===== src/rtl/sort_sequencer.sv =====
`default_nettype none
// ============================================================================
// Module   : sort_sequencer
// Purpose  : Collects a batch of DEPTH_P unsigned elements, sorts them in
//            place with an odd-even transposition network (one pass per
//            clock, DEPTH_P passes), then streams the sorted batch out.
// Revision : 1.0 - initial release
// ----------------------------------------------------------------------------
// Ports
//   clk_i    in   clock, rising edge
//   reset_ni in   synchronous active-low reset
//   valid_i  in   input element valid
//   ready_o  out  block accepts an input element (IDLE/LOAD only)
//   data_i   in   input element, WIDTH_P bits unsigned
//   valid_o  out  data_o holds a sorted element (DRAIN only)
//   ready_i  in   downstream accepts data_o
//   data_o   out  sorted element, zero outside DRAIN
//   busy_o   out  FSM is not IDLE
//   done_o   out  one-cycle pulse after the final element is taken
// ============================================================================
module sort_sequencer #(
    parameter int WIDTH_P      = 8,
    parameter int DEPTH_P      = 8,
    parameter bit DESCENDING_P = 1'b0
) (
    input  logic               clk_i,
    input  logic               reset_ni,
    input  logic               valid_i,
    output logic               ready_o,
    input  logic [WIDTH_P-1:0] data_i,
    output logic               valid_o,
    input  logic               ready_i,
    output logic [WIDTH_P-1:0] data_o,
    output logic               busy_o,
    output logic               done_o
);

    localparam int c_CNT_W = $clog2(DEPTH_P) + 1;
    localparam logic [c_CNT_W-1:0] c_LAST = c_CNT_W'(DEPTH_P - 1);

    typedef enum logic [1:0] {
        S_IDLE  = 2'd0,
        S_LOAD  = 2'd1,
        S_SORT  = 2'd2,
        S_DRAIN = 2'd3
    } state_t;

    state_t               r_state;
    state_t               w_state_next;
    logic [c_CNT_W-1:0]   r_load_cnt;
    logic [c_CNT_W-1:0]   r_pass_cnt;
    logic [c_CNT_W-1:0]   r_drain_cnt;
    logic                 r_done;
    logic [WIDTH_P-1:0]   r_mem      [DEPTH_P];
    logic [WIDTH_P-1:0]   w_mem_next [DEPTH_P];
    logic [WIDTH_P-1:0]   w_drain_data;
    logic                 w_accepting;
    logic                 w_in_hs;
    logic                 w_out_hs;

    // Ready is a pure function of state (and reset), never of valid_i/ready_i.
    assign w_accepting = (r_state == S_IDLE) || (r_state == S_LOAD);
    assign ready_o     = reset_ni && w_accepting;
    assign valid_o     = reset_ni && (r_state == S_DRAIN);
    assign busy_o      = reset_ni && (r_state != S_IDLE);
    assign done_o      = reset_ni && r_done;
    assign data_o      = valid_o ? w_drain_data : '0;

    assign w_in_hs  = valid_i && ready_o;
    assign w_out_hs = valid_o && ready_i;

    // Next-state logic
    always_comb begin
        w_state_next = r_state;
        case (r_state)
            S_IDLE: begin
                if (w_in_hs) begin
                    w_state_next = (r_load_cnt == c_LAST) ? S_SORT : S_LOAD;
                end
            end
            S_LOAD: begin
                if (w_in_hs && (r_load_cnt == c_LAST)) begin
                    w_state_next = S_SORT;
                end
            end
            S_SORT: begin
                if (r_pass_cnt == c_LAST) begin
                    w_state_next = S_DRAIN;
                end
            end
            S_DRAIN: begin
                if (w_out_hs && (r_drain_cnt == c_LAST)) begin
                    w_state_next = S_IDLE;
                end
            end
            default: w_state_next = S_IDLE;
        endcase
    end

    // Storage update: load writes one slot, sort applies one network pass.
    // Even passes pair (0,1),(2,3)...; odd passes pair (1,2),(3,4)... The
    // pairs within a pass are disjoint, so all read the pre-pass contents.
    always_comb begin
        for (int i = 0; i < DEPTH_P; i++) begin
            w_mem_next[i] = r_mem[i];
        end
        if (w_in_hs) begin
            for (int i = 0; i < DEPTH_P; i++) begin
                if (r_load_cnt == c_CNT_W'(i)) begin
                    w_mem_next[i] = data_i;
                end
            end
        end else if (r_state == S_SORT) begin
            for (int k = 0; k < DEPTH_P - 1; k++) begin
                if ((k % 2 == 1) == r_pass_cnt[0]) begin
                    // Strict comparison keeps equal values in place.
                    if (DESCENDING_P ? (r_mem[k] < r_mem[k+1])
                                     : (r_mem[k] > r_mem[k+1])) begin
                        w_mem_next[k]   = r_mem[k+1];
                        w_mem_next[k+1] = r_mem[k];
                    end
                end
            end
        end
    end

    // Output element selection
    always_comb begin
        w_drain_data = '0;
        for (int i = 0; i < DEPTH_P; i++) begin
            if (r_drain_cnt == c_CNT_W'(i)) begin
                w_drain_data = r_mem[i];
            end
        end
    end

    // Element storage carries no reset; contents are only exposed after a
    // complete reload and sort.
    always_ff @(posedge clk_i) begin
        for (int i = 0; i < DEPTH_P; i++) begin
            r_mem[i] <= w_mem_next[i];
        end
    end

    // State and counters
    always_ff @(posedge clk_i) begin
        if (!reset_ni) begin
            r_state     <= S_IDLE;
            r_load_cnt  <= '0;
            r_pass_cnt  <= '0;
            r_drain_cnt <= '0;
            r_done      <= 1'b0;
        end else begin
            r_state <= w_state_next;
            r_done  <= w_out_hs && (r_drain_cnt == c_LAST);
            case (r_state)
                S_IDLE, S_LOAD: begin
                    if (w_in_hs) begin
                        if (r_load_cnt == c_LAST) begin
                            r_load_cnt <= '0;
                            r_pass_cnt <= '0;
                        end else begin
                            r_load_cnt <= r_load_cnt + 1'b1;
                        end
                    end
                end
                S_SORT: begin
                    r_pass_cnt <= r_pass_cnt + 1'b1;
                    if (r_pass_cnt == c_LAST) begin
                        r_drain_cnt <= '0;
                    end
                end
                S_DRAIN: begin
                    if (w_out_hs) begin
                        r_drain_cnt <= (r_drain_cnt == c_LAST) ? '0
                                                               : r_drain_cnt + 1'b1;
                    end
                end
                default: ;
            endcase
        end
    end

endmodule
`default_nettype wire

===== config.mk =====
export PLATFORM = sky130hd
export DESIGN_NAME = sort_sequencer
export DESIGN_NICKNAME = d
export VERILOG_FILES = /design/src/rtl/sort_sequencer.sv
export SDC_FILE = /design/constraint.sdc
export NUM_CORES = 1
export LEC_CHECK = 0
export CAP_MARGIN = 40
export CORE_ASPECT_RATIO = 1.1
export CORE_MARGIN = 2
export CORE_UTILIZATION = 35
export CTS_CLUSTER_SIZE = 24
export DETAILED_ROUTE_END_ITERATION = 10
export MAX_ROUTING_LAYER = met4
export PLACE_DENSITY_LB_ADDON = 0.3
export SYNTH_ARGS = -nofsm -noshare
export SYNTH_HDL_FRONTEND = slang
export SYNTH_SLANG_ARGS = --single-unit

===== constraint.sdc =====
create_clock -name clk_i -period 3.4 [get_ports clk_i]
set_input_delay 0.68 -clock clk_i [delete_from_list [all_inputs] [get_ports clk_i]]
set_output_delay 0.68 -clock clk_i [all_outputs]
set_load 0.005 [all_outputs]

; ---- Word-level counts from Yosys, hierarchy flattened
; Memories as Yosys holds them, arrays and structs flattened.
; Cells that the tools add are included.
[word_totals]
regBits = 15
ramBits = 64
input_bits = 12
mem_count = 1
[op_classes]
add_sub_neg = 3
n_lt_le_gt_ge = 7
eq_ne = 25
muxes = 51
n_reduce_logical = 20
[mem_list]
columns = memory, words, width, rd, rd_ports_with_merged_regs, write_ports, line
row1 = r_mem, 8, 8, 8, 0, 8, 54  ; logic [WIDTH_P-1:0] r_mem [DEPTH_P];
[ops]
columns = cell, n
row1 = $mux W16, 18
row2 = $mux W8, 17
row3 = $mux W64, 2
row4 = $gt A8 B8 Y1, 7
row5 = $eq A4 B3 Y1 const B, 9
row6 = $mux W4, 6
row7 = $eq A4 B2 Y1 const B, 4
row8 = $pmux W4 S2, 2
row9 = $add A4 B1 Y4 const B, 3
row10 = $mux W2, 5
row11 = $ne A2 B2 Y1 const B, 5
row12 = $eq A4 B1 Y1 const B, 2
row13 = $logic_and A1 B1 Y1, 8
row14 = $logic_not A4 Y1, 2
row15 = $pmux W2 S4, 1
row16 = $reduce_and A3 Y1, 2
row17 = $reduce_bool A2 Y1, 3
row18 = $eq A2 B2 Y1 const B, 2
row19 = $ne A2 B1 Y1 const B, 2
row20 = $reduce_and A4 Y1, 1
row21 = $eq A2 B1 Y1 const B, 1
row22 = $logic_not A2 Y1, 1
row23 = $reduce_and A2 Y1, 1
row24 = $reduce_or A2 Y1, 1
row25 = $logic_or A1 B1 Y1, 1

; ---- Logic depth before layout (Yosys ltp)
[depth]
depth_word = 21
depth_mapped = 10
mapped_depth_nobuf = 8

; ---- Worst setup path before layout
; OpenSTA, ideal clock, no wires.
[synth_path]
path_kind = input port to flip-flop
from = in reset_ni
to = mem r_mem[7][0], in the netlist r_mem[1][24], enable pin
arrival_time_ns = 2.031
required_time_ns = 3.016
setup_slack_ns = 0.985
path_stages = 6
n_path_buf = 2
path_cell_list = buf_2 > o21a_1 > nand2_1 > buf_2 > nand2_1 > o21ai_0
[synth_rtl]
columns = item, line
row1 = start: declaration, 27  ; input logic reset_ni,
row2 = end: declaration, 54

; ---- Final worst setup path
[layout_path]
from = in reset_ni
to = out data_o[7]
[layout_via]
elab_chain_len = 2
[layout_rtl]
columns = item, line
row1 = $logic_and A1 B1 Y1, 64  ; assign valid_o = reset_ni && (r_state == S_DRAIN);
row2 = $mux W8, 67  ; assign data_o = valid_o ? w_drain_data : '0;
row3 = end: declaration, 33  ; output logic [WIDTH_P-1:0] data_o,
; No other way between the ends.

==> results.rst <==
.. list-table::
   :header-rows: 1

   * - Metric
     - Value
   * - Clock buffers created by TritonCTS
     - 9
   * - Core box area
     - 17700 um2
   * - Antenna violations before repair
     - 0
   * - DRC marker count from the first detailed-route iteration
     - 498
   * - Actual transition at the worst max-transition pin
     - 808 ps
   * - Largest net degree at the start of global routing
     - 37
   * - Initial core utilization
     - 35.8%
   * - Post-synthesis instance area
     - 6360 um2
   * - Total number of nets in the final design
     - 824
   * - Stage delay of the slowest cell on the critical path
     - 560 ps
   * - Horizontal extent of the die
     - 132 um
   * - Clk slew on worst S/H paths
     - 60 ps
   * - Unique cell type count in the Yosys netlist
     - 59
   * - Total grt overflow
     - 0
   * - Crit-path slowest cell
     - clkdlybuf4s50_1
   * - Pre-CTS setup slack
     - 89.1 ps
   * - Remaining DRCs
     - 0
   * - Vias per inst
     - 5.55
   * - Global-route wire length before repair
     - 29500 um
   * - Switching share of power
     - 40.3%
   * - Worst Setup Path Type
     - in -> out
   * - Post-Route Skew
     - 8.59 ps
   * - Worst Setup End Kind
     - output pin
   * - Min-Delay Path Class
     - reg -> reg
   * - Setup slack after layout
     - 129 ps
   * - Overall power after layout
     - 4770 uW
   * - Dominant cell by count in the synthesized netlist
     - nand2_1
   * - Met1 usage
     - 27.0%
   * - Worst-path cell chain
     - clkdlybuf4s50_1, nand2_2, nor4bb_2, buf_4, a22oi_1, o21ai_1, clkdlybuf4s50_1
   * - Shortest clock period the worst path allows after layout
     - 3270 ps
   * - Total of flip-flops plus latches after synthesis
     - 79
   * - Period utilisation layout
     - 96.2%
   * - Most used flip-flop cell after synthesis
     - edfxtp_1
   * - Final HPWL DP
     - 14000 um
   * - Clock latency of the later-clocked register in the worst-skew pair
     - 360 ps
   * - Top post-synthesis cells by area
     - edfxtp_1 (30%), ha_1 (14%), mux2i_1 (6.6%)
   * - Avg Synthesized Cell Area
     - 8.82 um2
   * - Met2 usage
     - 30.6%
   * - Routed wire length per instance
     - 19.2 um
   * - Vertical die dimension
     - 145 um
   * - Synth warn
     - 0
   * - Antenna viol nets, final
     - 0
   * - Seq pwr share
     - 35.9%
   * - Cell taking the most area after synthesis
     - edfxtp_1
   * - Met3 demand-to-capacity share in global routing
     - 2.75%
   * - Maximum vdd ir drop
     - 0.000275 V
   * - Max-slew violations
     - 0
   * - Total power density per cell area
     - 657 nW/um2
   * - Top achievable clock speed
     - 306 MHz
   * - Final estimated routing congestion in global placement
     - 0.969
   * - Worst slack on hold paths
     - 487 ps
   * - Max-Cap Viols
     - 0
   * - Clk buf depth
     - 2
   * - Yosys top cell area share
     - 30.2%
   * - Net Count, Synth
     - 802
   * - Number of enable-type register cells in the synthesized netlist
     - 64
   * - Boundary pin count
     - 24
   * - Total Die Area
     - 19300 um2
   * - Highest net fanout along the worst path
     - 4
   * - Switching power
     - 1920 uW
   * - Part of the total power dissipated in the clock network
     - 22.8%
   * - Number of iterations in the first detailed-routing pass
     - 5
   * - Share of power burned in combinational logic
     - 41.3%
   * - Vias in the first global route
     - 5239
   * - Count of input and output buffers
     - 23
   * - CP required
     - 2720 ps
   * - Internal power consumption
     - 2840 uW
   * - TritonCTS clock tree
     - built
   * - Slew HR
     - 46.1%
   * - Htree depth
     - 3
   * - Critical Path AT
     - 2590 ps
   * - Site row count
     - 51
   * - Setup-violating endpoint count in the final report
     - 0
   * - Clk root buf
     - clkbuf_16
   * - Result of the run
     - complete, no violations
   * - Cell area after layout
     - 7250 um2
   * - Placed Instance Area
     - 6870 um2
   * - Asr flop ratio synth
     - 0%
   * - Leakage Power
     - 0.00310 uW
   * - Final Hold Vio Count
     - 0
   * - Synth-to-Final Area Change
     - 14.1%
   * - Crit-path most repeated cell
     - clkdlybuf4s50_1
   * - Peak-usage layer in the global routing report
     - met2
   * - DRT Wirelength
     - 19000 um
   * - Total number of vias
     - 5468
   * - Global routing usage summed across all routing layers
     - 20.3%
   * - Hold_buf cts
     - 0
   * - Share of cells above drive strength 1
     - 8.42%
   * - CTS sink count
     - 79
   * - Launching element type of the critical path
     - input port
   * - Most frequent cells after synthesis
     - nand2_1 (100), inv_1 (72), ha_1 (69)
   * - Share of synthesized area occupied by flip-flops and latches
     - 35.0%
   * - Cells after synthesis
     - 721
   * - Antenna fix cells
     - 0
-- power groups by stage --
stage / Sequential (uW) / Clock, uW / Combinational [uW]
floorplan: 1580 / 0 / 1500
global placement: 1720 / 0 / 1900
detailed placement: 1720 / 0 / 1940
CTS: 1700 / 1100 / 1960
global route: 1730 / 1130 / 2230
finish: 1710 / 1080 / 1970
-- path summary, 6_finish.rpt --
check / start / end / slack, ps / cells past startpoint
worst max-delay path: reset_ni / data_o[7] / 130 / 7
worst min-delay path: r_pass_cnt[3]$_SDFFE_PN0P_ / r_pass_cnt[3]$_SDFFE_PN0P_ / 490 / 2
worst max register to register: r_mem[1][1]$_DFFE_PP_ / r_mem[0][24]$_DFFE_PP_ / 620 / 8
worst min register to register: r_pass_cnt[3]$_SDFFE_PN0P_ / r_pass_cnt[3]$_SDFFE_PN0P_ / 490 / 2
-- cell families after synthesis --
group                      synth area share [%]
adders and majority gates                  13.6
AOI/OAI and AO/OA                          22.3
buffers and inverters                      6.79
and+or+nand+nor                            15.2
DFF                                        35.0
muxes                                      6.61
xor gates and xnor gates                  0.551
-- worst max-delay path: cells and delay by family --
kind	cells	cell delay [ps]
buf+inv	3	1240
simple gates	2	390
compound gates	2	270
-- per-stage QoR --
stage,setup TNS (ps),utilization [%],instances
final,0,40.9,986
after global routing,-73.1,40.9,986
after CTS,0,40.6,984
after detailed placement,0,38.8,968
after global placement,0,38.7,967
after floorplan,0,-,721
-- flip-flops by register name, indices dropped and copies added (netlist names) --
name         cells
r_drain_cnt      4
r_done           1
r_load_cnt       4
r_state          2
r_pass_cnt       4
r_mem           64
-- area by class of cell --
| class | instances | area, um2 |
|---|---|---|
| Multi-Input combinational cell | 538 | 3730 |
| Clock buffer | 9 | 225 |
| Sequential cell | 79 | 2220 |
| Fill cell | 1844 | 10500 |
| Clock inverter | 7 | 96.3 |
| Tap cell | 238 | 298 |
| Inverter | 72 | 270 |
| Timing Repair Buffer | 43 | 409 |
-- routing by layer --
layer	part of all wire [%]	routed length, um
met1	47	8840
met2	45	8500
met3	5.4	1030
met4	3.2	615
met5	0	0
-- cell usage in the layout (no fill, tap or decap), types with 2 or more instances in the layout --
| cell type | synthesis | final |
|---|---|---|
| ha_1 | 69 | 65 |
| nand2_2 | 2 | 3 |
| and2_1 | 16 | 15 |
| xnor2_1 | 4 | 4 |
| o211ai_1 | 5 | 5 |
| or2_0 | 2 | 2 |
| bufinv_16 | 0 | 2 |
| clkdlybuf4s50_1 | 0 | 23 |
| o21ai_0 | 44 | 44 |
| nor2b_1 | 6 | 6 |
| a31oi_1 | 24 | 24 |
| nand3_1 | 8 | 8 |
| buf_4 | 4 | 17 |
| o21a_1 | 2 | 2 |
| and4_1 | 4 | 4 |
| inv_1 | 72 | 72 |
| nor2_1 | 31 | 31 |
| buf_12 | 0 | 2 |
| o221a_2 | 6 | 6 |
| clkinvlp_4 | 0 | 2 |
| a211oi_1 | 12 | 12 |
| o31ai_1 | 2 | 2 |
| nand2b_1 | 2 | 2 |
| nand4_1 | 9 | 9 |
| edfxtp_1 | 64 | 64 |
| o31a_1 | 3 | 3 |
| a21oi_1 | 50 | 49 |
| o221a_1 | 2 | 2 |
| a21boi_0 | 2 | 2 |
| ha_2 | 0 | 4 |
| o221ai_1 | 9 | 9 |
| o21ai_1 | 38 | 38 |
| and3_1 | 3 | 3 |
| nand2_1 | 100 | 99 |
| a22oi_1 | 16 | 16 |
| dfxtp_1 | 15 | 15 |
| clkbuf_16 | 0 | 9 |
| nor3_1 | 3 | 3 |
| mux2i_1 | 42 | 42 |
-- repair_timing --
item / CTS / global route
resized for setup: 0 / 9
endpoints found under the setup margin: 0 / 8
setup buffers: 0 / 2
Note: power is estimated with default switching activity, not from simulation.
